**config.mk**
```make
export PLATFORM = sky130hd
export DESIGN_NAME = motor_ramp_ctrl_flat
export DESIGN_NICKNAME = d
export VERILOG_FILES = /design/src/rtl/motor_ramp_ctrl_if.sv /design/src/rtl/motor_ramp_ctrl.sv /design/src/flat_wrapper.sv
export SDC_FILE = /design/constraint.sdc
export NUM_CORES = 1
export LEC_CHECK = 0
export ABC_CLOCK_PERIOD_IN_PS = 9300
export CORE_ASPECT_RATIO = 2
export CORE_UTILIZATION = 63
export CTS_BUF_LIST = sky130_fd_sc_hd__clkbuf_4 sky130_fd_sc_hd__clkbuf_8
export CTS_CLUSTER_DIAMETER = 50
export DETAILED_ROUTE_END_ITERATION = 16
export HOLD_SLACK_MARGIN = 0.08
export PLACE_DENSITY = 0.82
export SLEW_MARGIN = 15
export SYNTH_ARGS = -nofsm -noshare
export SYNTH_HDL_FRONTEND = slang
export SYNTH_SLANG_ARGS = --single-unit
```
**constraint.sdc**
```tcl
create_clock -name clk -period 9.3 [get_ports clk]
set_clock_uncertainty 0.05 [all_clocks]
set_input_delay 1.86 -clock clk [delete_from_list [all_inputs] [get_ports clk]]
set_output_delay 1.86 -clock clk [all_outputs]
set_load 0.01 [all_outputs]
```
**src/rtl/motor_ramp_ctrl_if.sv**
```systemverilog
// motor_ramp_ctrl_if
// Groups the navigation mode input and the drive outputs of motor_ramp_ctrl.
//   mode       : 5-bit navigation mode (driven by the master)
//   left_duty  : applied left-wheel duty
//   right_duty : applied right-wheel duty
//   l_IN, r_IN : H-bridge direction pairs, 2'b10 forward, 2'b01 reverse
//   settled    : both wheels have reached their target duty and direction
// The master modport belongs to whoever issues modes; the slave modport is
// the ramp controller itself.
interface motor_ramp_ctrl_if #(
  parameter int DUTY_W = 10
);
  logic [4:0]        mode;
  logic [DUTY_W-1:0] left_duty;
  logic [DUTY_W-1:0] right_duty;
  logic [1:0]        l_IN;
  logic [1:0]        r_IN;
  logic              settled;

  modport master (
    output mode,
    input  left_duty, right_duty, l_IN, r_IN, settled
  );

  modport slave (
    input  mode,
    output left_duty, right_duty, l_IN, r_IN, settled
  );
endinterface

```
**src/rtl/motor_ramp_ctrl.sv**
```systemverilog
// motor_ramp_ctrl
// Decodes the navigation mode into per-wheel target duty/direction and slews
// each wheel's applied duty toward its target once per ramp tick. A wheel that
// must change direction first brakes to zero, dwells DEAD_TICKS ticks, flips,
// then ramps up again. STOP/ERROR drop both duties to zero on the next edge.
// Ports:
//   clk : system clock
//   rst : synchronous active-low reset
//   bus : motor_ramp_ctrl_if slave (mode in; duties, directions, settled out)
// Wheel index 0 is left, 1 is right.
module motor_ramp_ctrl #(
  parameter int DUTY_W     = 10,
  parameter int FAST       = 750,
  parameter int SLOW       = 700,
  parameter int TRIM       = 5,
  parameter int RAMP_STEP  = 25,
  parameter int RAMP_DIV   = 100000,
  parameter int DEAD_TICKS = 4
) (
  input  logic                clk,
  input  logic                rst,
  motor_ramp_ctrl_if.slave    bus
);

  localparam int CNT_W  = (RAMP_DIV > 1) ? $clog2(RAMP_DIV) : 1;
  localparam int DEAD_W = (DEAD_TICKS > 0) ? $clog2(DEAD_TICKS + 1) : 1;

  localparam logic [CNT_W-1:0]  CNT_MAX   = CNT_W'(RAMP_DIV - 1);
  localparam logic [DEAD_W-1:0] DEAD_MAX  = DEAD_W'(DEAD_TICKS);
  localparam logic [DUTY_W:0]   STEP_WIDE = (DUTY_W + 1)'(RAMP_STEP);
  localparam logic [DUTY_W-1:0] STEP_N    = DUTY_W'(RAMP_STEP);
  localparam logic [DUTY_W-1:0] FAST_N    = DUTY_W'(FAST);
  localparam logic [DUTY_W-1:0] SLOW_N    = DUTY_W'(SLOW);
  localparam logic [DUTY_W-1:0] TRIMMED_N = DUTY_W'(FAST - TRIM);

  localparam logic [4:0] MODE_IDLE         = 5'd0;
  localparam logic [4:0] MODE_START        = 5'd1;
  localparam logic [4:0] MODE_COUNT        = 5'd2;
  localparam logic [4:0] MODE_STRAIGHT     = 5'd3;
  localparam logic [4:0] MODE_CHOOSE       = 5'd4;
  localparam logic [4:0] MODE_LEFT         = 5'd5;
  localparam logic [4:0] MODE_RIGHT        = 5'd6;
  localparam logic [4:0] MODE_BACK         = 5'd7;
  localparam logic [4:0] MODE_LITTLE_LEFT  = 5'd8;
  localparam logic [4:0] MODE_LITTLE_RIGHT = 5'd9;
  localparam logic [4:0] MODE_STOP         = 5'd30;
  localparam logic [4:0] MODE_ERROR        = 5'd31;

  typedef enum logic [1:0] {
    TRACK = 2'd0,
    BRAKE = 2'd1,
    DEAD  = 2'd2
  } wheelState_e;

  logic [CNT_W-1:0]  tickCnt_q, tickCnt_d;
  logic              tick;
  logic              emergency;

  logic [DUTY_W-1:0] tgtDuty_q [2];
  logic [DUTY_W-1:0] tgtDuty_d [2];
  logic              tgtFwd_q  [2];
  logic              tgtFwd_d  [2];

  logic [DUTY_W-1:0] duty_q    [2];
  logic [DUTY_W-1:0] duty_d    [2];
  logic              fwd_q     [2];
  logic              fwd_d     [2];
  wheelState_e       state_q   [2];
  wheelState_e       state_d   [2];
  logic [DEAD_W-1:0] dead_q    [2];
  logic [DEAD_W-1:0] dead_d    [2];

  logic              settled_q, settled_d;

  // Clamp a duty gap (computed one bit wider so it never wraps) to the
  // per-tick step; the result always fits in DUTY_W bits.
  function automatic logic [DUTY_W-1:0] stepOf(input logic [DUTY_W:0] gap);
    return (gap < STEP_WIDE) ? gap[DUTY_W-1:0] : STEP_N;
  endfunction

  // Free-running ramp tick; mode changes deliberately never disturb it.
  always_comb begin
    tick      = (tickCnt_q == CNT_MAX);
    tickCnt_d = tick ? '0 : tickCnt_q + CNT_W'(1);
    emergency = (bus.mode == MODE_STOP) || (bus.mode == MODE_ERROR);
  end

  // Mode decode into the target registers. Unknown codes keep the previous
  // targets; an emergency zeroes target duty but keeps target direction.
  always_comb begin
    for (int w = 0; w < 2; w++) begin
      tgtDuty_d[w] = tgtDuty_q[w];
      tgtFwd_d[w]  = tgtFwd_q[w];
    end
    case (bus.mode)
      MODE_IDLE, MODE_START, MODE_COUNT: begin
        tgtDuty_d[0] = '0;        tgtDuty_d[1] = '0;
        tgtFwd_d[0]  = 1'b1;      tgtFwd_d[1]  = 1'b1;
      end
      MODE_STRAIGHT: begin
        tgtDuty_d[0] = FAST_N;    tgtDuty_d[1] = TRIMMED_N;
        tgtFwd_d[0]  = 1'b1;      tgtFwd_d[1]  = 1'b1;
      end
      MODE_CHOOSE: begin
        tgtDuty_d[0] = FAST_N;    tgtDuty_d[1] = FAST_N;
        tgtFwd_d[0]  = 1'b1;      tgtFwd_d[1]  = 1'b1;
      end
      MODE_LEFT: begin
        tgtDuty_d[0] = FAST_N;    tgtDuty_d[1] = FAST_N;
        tgtFwd_d[0]  = 1'b0;      tgtFwd_d[1]  = 1'b1;
      end
      MODE_RIGHT: begin
        tgtDuty_d[0] = FAST_N;    tgtDuty_d[1] = FAST_N;
        tgtFwd_d[0]  = 1'b1;      tgtFwd_d[1]  = 1'b0;
      end
      MODE_BACK: begin
        tgtDuty_d[0] = FAST_N;    tgtDuty_d[1] = TRIMMED_N;
        tgtFwd_d[0]  = 1'b0;      tgtFwd_d[1]  = 1'b0;
      end
      MODE_LITTLE_LEFT: begin
        tgtDuty_d[0] = SLOW_N;    tgtDuty_d[1] = FAST_N;
        tgtFwd_d[0]  = 1'b1;      tgtFwd_d[1]  = 1'b1;
      end
      MODE_LITTLE_RIGHT: begin
        tgtDuty_d[0] = FAST_N;    tgtDuty_d[1] = SLOW_N;
        tgtFwd_d[0]  = 1'b1;      tgtFwd_d[1]  = 1'b1;
      end
      MODE_STOP, MODE_ERROR: begin
        tgtDuty_d[0] = '0;        tgtDuty_d[1] = '0;
      end
      default: ;
    endcase
  end

  // Per-wheel ramp FSM next state. Reversals go TRACK -> BRAKE -> DEAD ->
  // flip; a target direction that reverts mid-way drops back to TRACK with
  // the duty left where it is for that tick. The brake tick that lands on
  // zero already moves to DEAD so the dwell count starts immediately.
  always_comb begin
    settled_d = 1'b1;
    for (int w = 0; w < 2; w++) begin
      duty_d[w]  = duty_q[w];
      fwd_d[w]   = fwd_q[w];
      state_d[w] = state_q[w];
      dead_d[w]  = dead_q[w];
      if (emergency) begin
        duty_d[w]  = '0;
        state_d[w] = TRACK;
        dead_d[w]  = '0;
      end else if (tick) begin
        unique case (state_q[w])
          TRACK: begin
            if (tgtFwd_q[w] == fwd_q[w]) begin
              if (tgtDuty_q[w] >= duty_q[w])
                duty_d[w] = duty_q[w] + stepOf({1'b0, tgtDuty_q[w]} - {1'b0, duty_q[w]});
              else
                duty_d[w] = duty_q[w] - stepOf({1'b0, duty_q[w]} - {1'b0, tgtDuty_q[w]});
            end else begin
              duty_d[w]  = duty_q[w] - stepOf({1'b0, duty_q[w]});
              state_d[w] = (duty_d[w] == '0) ? DEAD : BRAKE;
              dead_d[w]  = '0;
            end
          end
          BRAKE: begin
            if (tgtFwd_q[w] == fwd_q[w]) begin
              state_d[w] = TRACK;
            end else begin
              duty_d[w] = duty_q[w] - stepOf({1'b0, duty_q[w]});
              if (duty_d[w] == '0) begin
                state_d[w] = DEAD;
                dead_d[w]  = '0;
              end
            end
          end
          DEAD: begin
            if (tgtFwd_q[w] == fwd_q[w]) begin
              state_d[w] = TRACK;
            end else if (dead_q[w] == DEAD_MAX) begin
              fwd_d[w]   = ~fwd_q[w];
              state_d[w] = TRACK;
            end else begin
              dead_d[w] = dead_q[w] + DEAD_W'(1);
            end
          end
          default: state_d[w] = TRACK;
        endcase
      end
      if ((duty_d[w] != tgtDuty_d[w]) || (fwd_d[w] != tgtFwd_d[w]) || (state_d[w] != TRACK))
        settled_d = 1'b0;
    end
  end

  // All state registers; reset parks both wheels stopped, forward and settled.
  always_ff @(posedge clk) begin
    if (!rst) begin
      tickCnt_q <= '0;
      settled_q <= 1'b1;
      for (int w = 0; w < 2; w++) begin
        tgtDuty_q[w] <= '0;
        tgtFwd_q[w]  <= 1'b1;
        duty_q[w]    <= '0;
        fwd_q[w]     <= 1'b1;
        state_q[w]   <= TRACK;
        dead_q[w]    <= '0;
      end
    end else begin
      tickCnt_q <= tickCnt_d;
      settled_q <= settled_d;
      for (int w = 0; w < 2; w++) begin
        tgtDuty_q[w] <= tgtDuty_d[w];
        tgtFwd_q[w]  <= tgtFwd_d[w];
        duty_q[w]    <= duty_d[w];
        fwd_q[w]     <= fwd_d[w];
        state_q[w]   <= state_d[w];
        dead_q[w]    <= dead_d[w];
      end
    end
  end

  assign bus.left_duty  = duty_q[0];
  assign bus.right_duty = duty_q[1];
  assign bus.l_IN       = fwd_q[0] ? 2'b10 : 2'b01;
  assign bus.r_IN       = fwd_q[1] ? 2'b10 : 2'b01;
  assign bus.settled    = settled_q;

endmodule

```
**src/flat_wrapper.sv**
```systemverilog
// flat-port wrapper written by rule: the top's interface ports become plain ports
module motor_ramp_ctrl_flat 
#(
  parameter int DUTY_W     = 10,
  parameter int FAST       = 750,
  parameter int SLOW       = 700,
  parameter int TRIM       = 5,
  parameter int RAMP_STEP  = 25,
  parameter int RAMP_DIV   = 100000,
  parameter int DEAD_TICKS = 4
)
  (clk, rst, bus_mode, bus_left_duty, bus_right_duty, bus_l_IN, bus_r_IN, bus_settled);
  motor_ramp_ctrl_if #(.DUTY_W(DUTY_W)) bus_i ();
  input  logic clk;
  input  logic rst;
  input wire logic [$bits(bus_i.mode)-1:0] bus_mode;
  output wire logic [$bits(bus_i.left_duty)-1:0] bus_left_duty;
  output wire logic [$bits(bus_i.right_duty)-1:0] bus_right_duty;
  output wire logic [$bits(bus_i.l_IN)-1:0] bus_l_IN;
  output wire logic [$bits(bus_i.r_IN)-1:0] bus_r_IN;
  output wire logic [$bits(bus_i.settled)-1:0] bus_settled;
  assign bus_i.mode = bus_mode;
  assign bus_left_duty = bus_i.left_duty;
  assign bus_right_duty = bus_i.right_duty;
  assign bus_l_IN = bus_i.l_IN;
  assign bus_r_IN = bus_i.r_IN;
  assign bus_settled = bus_i.settled;
  motor_ramp_ctrl #(.DUTY_W(DUTY_W), .FAST(FAST), .SLOW(SLOW), .TRIM(TRIM), .RAMP_STEP(RAMP_STEP), .RAMP_DIV(RAMP_DIV), .DEAD_TICKS(DEAD_TICKS)) u_core (.clk(clk), .rst(rst), .bus(bus_i));
endmodule
```
==> results of run 1 <==
sequential cells by signal, indices dropped and copies added (netlist names):
name                count
u_core.bus.settled      1
u_core.dead_q           6
u_core.duty_q          20
u_core.fwd_q            2
u_core.state_q          4
u_core.tgtDuty_q       20
u_core.tgtFwd_q         2
u_core.tickCnt_q       17
through the flow:
step / hold slack, ns / total power, uW / utilization (%)
floorplan: 0.376 / 566 / -
global placement: 0.390 / 633 / 67.2
detailed placement: 0.407 / 637 / 67.2
CTS: 0.426 / 935 / 69.1
global route: 0.443 / 992 / 69.1
finish: 0.416 / 949 / 69.1
layer usage:
layer / routed length (um) / up-vias / part of all wire, %
met5: 0 / - / 0
met4: 2670 / 0 / 9.9
met3: 2370 / 181 / 8.8
met2: 13300 / 466 / 49
met1: 8590 / 3863 / 32
li1: - / 3873 / -
critical path, delay by kind of cell (launching register included):
kind / cells / cell delay, ns
DFF: 1 / 0.60
adders and majority gates: 3 / 1.13
buffers and inverters: 1 / 0.23
and+or+nand+nor: 8 / 1.90
AOI/OAI and AO/OA: 9 / 2.42
xor gates and xnor gates: 3 / 0.52
report_power, final:
group	internal, uW	switching, uW	total [uW]
clock network	176	126	302
registers	315	9.20	324
logic	123	199	322
total	614	335	949
cells by family after synthesis:
group | count (synthesis)
AOI/OAI and AO/OA | 335
xor gates and xnor gates | 69
DFF | 72
adders and majority gates | 77
and+or+nand+nor | 387
buffers and inverters | 130
muxes | 11
layout make-up:
type | count | area (um2)
flip-flops and latches | 72 | 1440
inverters | 80 | 300
multi-input cells | 879 | 5880
clock buffers | 9 | 124
clock inverters | 6 | 109
fillers | 1089 | 3740
repair buffers | 36 | 348
well taps | 147 | 184
cells in the final DEF (no fill, tap or decap), types with 12 or more instances in the layout:
cell,instances
nor3_1,32
dfxtp_1,72
and3_1,13
xor2_1,36
nor2_1,117
ha_1,71
a21oi_1,105
clkdlybuf4s50_1,31
a21o_1,12
o21a_1,12
nand3_1,29
xnor2_1,33
o21ai_0,61
nand2_1,96
o31ai_1,13
nand4_1,15
inv_1,79
a31oi_1,17
how the worst max path moves through the flow:
| stage | start | endpoint | slack [ns] | cells past startpoint |
|---|---|---|---|---|
| 2_1_floorplan | u_core.duty_q[0][11] | u_core.bus.settled | 3.68 | 27 |
| 3_3_place_gp | u_core.duty_q[0][11] | u_core.bus.settled | 2.94 | 26 |
| 3_5_place_dp | u_core.duty_q[0][6] | u_core.bus.settled | 2.89 | 25 |
| 4_1_cts | u_core.duty_q[0][11] | u_core.bus.settled | 2.83 | 26 |
| 5_1_grt | u_core.duty_q[0][6] | u_core.bus.settled | 1.99 | 25 |
| 6_report | u_core.duty_q[0][6] | u_core.bus.settled | 2.35 | 24 |
==> impl_results.md, run 1 <==
- Setup bufs post-CTS: 0
- Core Box Area: 12100 um2
- Ys Warns: 0
- Critical Path AT: 7.19 ns
- Mapped cell area: 7820 um2
- Hold Buf Count CTS: 0
- Met3 Resource Use GR: 17.2%
- Die height: 160 um
- Count leader, synth: nor2_1
- Drt wl/cell: 21.9 um
- Synth Area in Adders: 12.9%
- Worst-case vdd ir drop: 90.4 uV
- Syn avg cell area: 7.24 um2
- Number of I/O port buffers: 31
- Min-delay src: u_core.tickCnt_q[0]
- Post-detail-place hpwl: 19800 um
- Syn Nets: 1165
- WL final: 26900 um
- Async S/R FF share, synth: 0%
- Crit path required time: 9.54 ns
- Gr ovfl total: 0
- Synth top area cells: dfxtp_1 18%, ha_1 11%, a21oi_1 6.7%, nor2_1 5.7%, nand2_1 4.6%
- Root Driver: clkbuf_8
- Most Crowded Layer GR: met2
- CTS buffer count: 9
- Hold path depth: 1
- Complex-gate fraction of the synthesized area: 28.0%
- Yosys reg bits: 72
- Mux cell area share after synthesis: 1.47%
- Worst setup SP type: flip-flop
- Register area share after synthesis: 18.4%
- Ports: 32
- Antenna Cells: 0
- Initial Util: 64.5%
- Layout Nets: 1162
- Min-Delay Endpoint: u_core.tickCnt_q[0]
- Worst Max-Slew Pin Slew: 1.11 ns
- Tcrit/Tclk final: 74.7%
- Worst path cell trace: inv_1 -> ha_1 -> nor2b_1 -> o21ai_1 -> o211ai_1 -> or4_1 -> a311o_1 -> nor4_4 -> or2b_1 -> ha_1 -> xnor2_1 -> nand2_1 -> o21ai_0 -> ha_1 -> xnor2_1 -> o21ai_0 -> nand2_1 -> o311a_1 -> a211oi_1 -> xor2_1 -> nand4_1 -> nor4_1 -> o2111ai_1 -> o31ai_2
- Final RePlAce weighted congestion: 1.05
- Worst-path clk slew: 0.08 ns
- # DRC: 0
- Post-route ant nets: 0
- Post-synth EDFFs: 0
- Minimum clock period: 6.95 ns
- H-tree Lvls: 3
- Fin cells: 1229
- Synth cell types: 84
- Clock Sinks: 72
- Worst setup EP type: flip-flop
- Cell taking the most area after synthesis: dfxtp_1
- Post-Synth Simple-Gate Area: 25.0%
- Fin. Hold Viols: 0
- Met2 usage: 72.9%
- Met1 Use GR: 40.4%
- Cells after Synth: 1081
- Endpoints failing setup: 0
- R2R Path Start: u_core.duty_q[0][6]
- Dominant synthesized flop cell: dfxtp_1
- Yosys top cell area share: 18.4%
- Gr usage total: 44.1%
- Crit-path max FO: 12
- Iter 0 DRT Violations: 843
- CTS tree: built
- Max-cap violations: 0
- Reg-to-reg slack, setup: 2.35 ns
- # resized after CTS: 0
- Max transition margin: 25.7%
- Cell row count: 57
- Xor/xnor cell area share of the yosys netlist: 7.73%
- Area of the die: 12900 um2
- Max incr delay on CP: 0.80 ns
- Area growth syn-to-layout: 7.17%
- Die width: 80.8 um
- Post-route cell area: 8380 um2
- Most frequent CP cell: ha_1
- Share of layout cells above drive strength 1: 5.64%
- Worst-Skew Late Latency: 0.37 ns
- Vias per cell: 6.82
- Slowest CP cell: a211oi_1
- Post-DP Area: 8150 um2
- Final Worst Setup Slack: 2.35 ns
- First-pass DRT Iterations: 8
- Pre-CTS setup slack: 2.89 ns
- Pwr per Cell Area: 113 nW/um2
- Largest family of logic cells by synthesized area: compound AO/OA/AOI/OAI gates
- Setup TNS: 0 ns
- Status: completed
- Vias in the first global route: 8078
- Reg2Reg Depth: 24
- Maximum buffer depth of the clock tree: 2
- Leak pwr: 0.00332 uW
- First-pass GRT wire length: 42200 um
- Largest net degree at the start of global routing: 29
- RSZ-0062 raised after global routing: no
- Achievable Freq: 144 MHz
- Crit Path Class: reg -> reg
- Placed cell count: 1214
- FF-to-FF End: u_core.bus.settled
- Initial antenna violation count: 0
- Max Slew Vio Count: 0
- HP Class: reg -> reg
- Vias: 8383
- Post-synth top cells: 118 x nor2_1, 105 x a21oi_1, 96 x nand2_1, 79 x inv_1, 72 x dfxtp_1
Note: power is estimated with default switching activity, not from simulation.
==> inputs of run 2 (changes only) <==
--- a/config.mk
+++ b/config.mk
@@ -5,7 +5,7 @@
 export SDC_FILE = /design/constraint.sdc
 export NUM_CORES = 1
 export LEC_CHECK = 0
-export ABC_CLOCK_PERIOD_IN_PS = 9300
+export ABC_CLOCK_PERIOD_IN_PS = 7110
 export CORE_ASPECT_RATIO = 2
 export CORE_UTILIZATION = 63
 export CTS_BUF_LIST = sky130_fd_sc_hd__clkbuf_4 sky130_fd_sc_hd__clkbuf_8
==> constraint.sdc (replaced) <==
create_clock -name clk -period 7.11 [get_ports clk]
set_clock_uncertainty 0.05 [all_clocks]
set_input_delay 1.422 -clock clk [delete_from_list [all_inputs] [get_ports clk]]
set_output_delay 1.422 -clock clk [all_outputs]
set_load 0.01 [all_outputs]
==> run 2 against run 1 <==
Against the previous run:
- critical path depth is the same
- clock power grew 12%
- die area is the same
- sequential power grew 31%
- fmax grew 4.5%
- clock-buffer cell count grew 1
- cell count grew 0.98%
- non-clock buffer count grew 12
- setup slack lost 1.9 ns
- register-to-register slack lost 1.9 ns
- sequential share of layout area shrank 0.11 points
- critical endpoint unchanged
==> impl_results.md, run 2 (synthesized netlist as in run 1, its figures left out) <==
- Iter 0 DRT Violations: 858 (+1.8%)
- Buffers plus inverters on the worst setup path: 2 (+1)
- Status: completed
- Met2 usage: 70.5% (-2.4 points)
- Gr usage total: 43.0% (-1.1 points)
- # DRC: 0 (unchanged)
- HP Class: reg -> reg
- Pint: 743 uW (+21%)
- Die width: 80.8 um (unchanged)
- Reg-to-reg slack, setup: 0.46 ns (-1.89 ns)
- Vias: 8428 (+0.54%)
- Commonest cells after routing, fill and taps aside: 117 x nor2_1, 105 x a21oi_1, 96 x nand2_1
- Crit-path max FO: 12 (unchanged)
- Number of I/O port buffers: 31 (unchanged)
- Min-Delay Endpoint: u_core.tickCnt_q[0]
- Setup TNS: 0 ns (unchanged)
- Leading cell type in the layout, fill and taps excluded: nor2_1
- Leak pwr: 0.00337 uW (+1.5%)
- Largest regs: u_core.duty_q (20), u_core.tgtDuty_q (20), u_core.tickCnt_q (17)
- Multi-input logic area: 5880 um2 (unchanged)
- Max transition margin: 28.2% (+2.4 points)
- Worst path cell trace: inv_1 -> ha_1 -> or2_1 -> o311a_1 -> o21ai_1 -> mux2_2 -> o211ai_1 -> nand2_1 -> or2_2 -> ha_1 -> inv_1 -> o22ai_1 -> ha_1 -> a21oi_1 -> o21ai_0 -> a21oi_1 -> o21bai_1 -> a21oi_1 -> o21ai_0 -> xor2_1 -> and3_1 -> o21ai_1 -> xor2_1 -> o31ai_2
- RSZ-0062 raised after global routing: no
- Worst-Skew Late Latency: 0.36 ns (about the same)
- Top delay family on crit path: compound AO/OA/AOI/OAI gates
- Final RePlAce weighted congestion: 1.05 (+0.20%)
- Post-route ant nets: 0 (unchanged)
- First-pass GRT wire length: 41700 um (-1.0%)
- Register share of total power: 36.0% (+1.8 points)
- Worst setup EP type: flip-flop
- First-pass DRT Iterations: 6 (-2)
- Max-cap violations: 0 (unchanged)
- Met1 Use GR: 41.3% (+0.88 points)
- Switching Share: 36.8% (+1.5 points)
- Tcrit/Tclk final: 93.6% (+19 points)
- Hold_ws: 0.421 ns (+0.00479 ns)
- Reg2Reg Depth: 24 (unchanged)
- Comb pwr share: 35.2% (+1.2 points)
- Worst-case vdd ir drop: 103 uV (+14%)
- Root Driver: clkbuf_8
- CTS tree: built
- Worst setup SP type: flip-flop
- Slowest CP cell: dfxtp_1
- Initial Util: 64.5% (unchanged)
- Most Crowded Layer GR: met2
- WL final: 26400 um (-1.9%)
- # fillers: 1126 (+3.4%)
- Die height: 160 um (unchanged)
- Area of the die: 12900 um2 (unchanged)
- Drt wl/cell: 21.3 um (-2.8%)
- Initial antenna violation count: 0 (unchanged)
- Fin. Hold Viols: 0 (unchanged)
- Crit path required time: 7.35 ns (-2.19 ns)
- NetSw: 432 uW (+29%)
- Share of layout cells above drive strength 1: 6.67% (+1.0 points)
- Achievable Freq: 150 MHz (+4.5%)
- Core Box Area: 12100 um2 (unchanged)
- Setup bufs post-CTS: 0 (unchanged)
- FF-to-FF End: u_core.bus.settled
- R2R Path Start: u_core.duty_q[0][12]
- Area growth syn-to-layout: 7.84%
- Maximum buffer depth of the clock tree: 2 (unchanged)
- Largest net degree at the start of global routing: 24 (-17%)
- Critical Path AT: 6.89 ns (-0.30 ns)
- Vias per cell: 6.79 (-0.44%)
- Cell row count: 57 (unchanged)
- Pwr per Cell Area: 139 nW/um2 (+23%)
- Worst-path clk slew: 0.08 ns (about the same)
- Clock Sinks: 72 (unchanged)
- Vias in the first global route: 8127 (+0.61%)
- Minimum clock period: 6.65 ns (-0.297 ns)
- Clk network pwr share: 28.8% (-3.1 points)
- # resized after CTS: 0 (unchanged)
- Hold Buf Count CTS: 0 (unchanged)
- Max Slew Vio Count: 0 (unchanged)
- Total power: 1180 uW (+24%)
- Ports: 32 (unchanged)
- Max incr delay on CP: 0.65 ns (-0.15 ns)
- Gr ovfl total: 0 (unchanged)
- Hold path depth: 1 (unchanged)
- Crit Path Class: reg -> reg
- Layout Nets: 1174 (+1.0%)
- Worst Max-Slew Pin Slew: 1.08 ns (-0.0366 ns)
- H-tree Lvls: 3 (unchanged)
- Met3 Resource Use GR: 12.4% (-4.8 points)
- Min-delay src: u_core.tickCnt_q[0]
- Antenna Cells: 0 (unchanged)
- CTS buffer count: 9 (unchanged)
- Post-detail-place hpwl: 19800 um (-0.23%)
- Endpoints failing setup: 0 (unchanged)
- Area taken by flip-flops and latches: 1440 um2 (unchanged)
-- run 2: cell count changes in the layout (fill, tap and decap cells not counted) --
cell / before / now
clkinv_4: 1 / 2
clkbuf_8: 9 / 10
buf_4: 5 / 17
bufinv_16: 3 / 1
-- run 2: layout make-up --
cell class | instances | area share [%]
timing repair buffer | 48 | 5.19
clock buffer | 10 | 1.63
sequential | 72 | 17.1
clock inverter | 5 | 0.682
tap | 147 | 2.18
inverter | 80 | 3.56
multi-input combinational | 879 | 69.7
-- run 2: power groups by stage --
stage | clock, uW | sequential, uW | combinational [uW]
floorplan | 0 | 429 | 311
global placement | 0 | 431 | 392
detailed placement | 0 | 432 | 397
CTS | 337 | 422 | 400
global route | 352 | 424 | 453
finish | 338 | 423 | 414
-- run 2: worst max-delay path by stage --
stage	from	slack [ns]	end	cells after the start
2_1_floorplan	u_core.duty_q[0][11]	1.49	u_core.bus.settled	27
3_3_place_gp	u_core.duty_q[0][12]	0.74	u_core.bus.settled	26
3_5_place_dp	u_core.duty_q[0][12]	0.67	u_core.bus.settled	26
4_1_cts	u_core.duty_q[0][12]	0.64	u_core.bus.settled	26
5_1_grt	u_core.duty_q[0][6]	0.09	u_core.bus.settled	26
6_report	u_core.duty_q[0][12]	0.46	u_core.bus.settled	24
-- run 2: per-stage QoR --
stage | worst slack, ns | instance area, um2 | std cells | utilization (%)
final | 0.458 | 8440 | 1241 | 69.6
after floorplan | 1.49 | 7820 | 1081 | -
after CTS | 0.636 | 8440 | 1241 | 69.6
after global placement | 0.737 | 8240 | 1226 | 68.0
after detailed placement | 0.669 | 8240 | 1226 | 68.0
after global routing | 0.0905 | 8440 | 1241 | 69.6
-- run 2: per-layer routing --
metal  part of all wire (%)  routed length (um)
met1                     32                8500
met2                     49               12900
met3                    8.0                2110
met4                     11                2890
met5                      0                   0
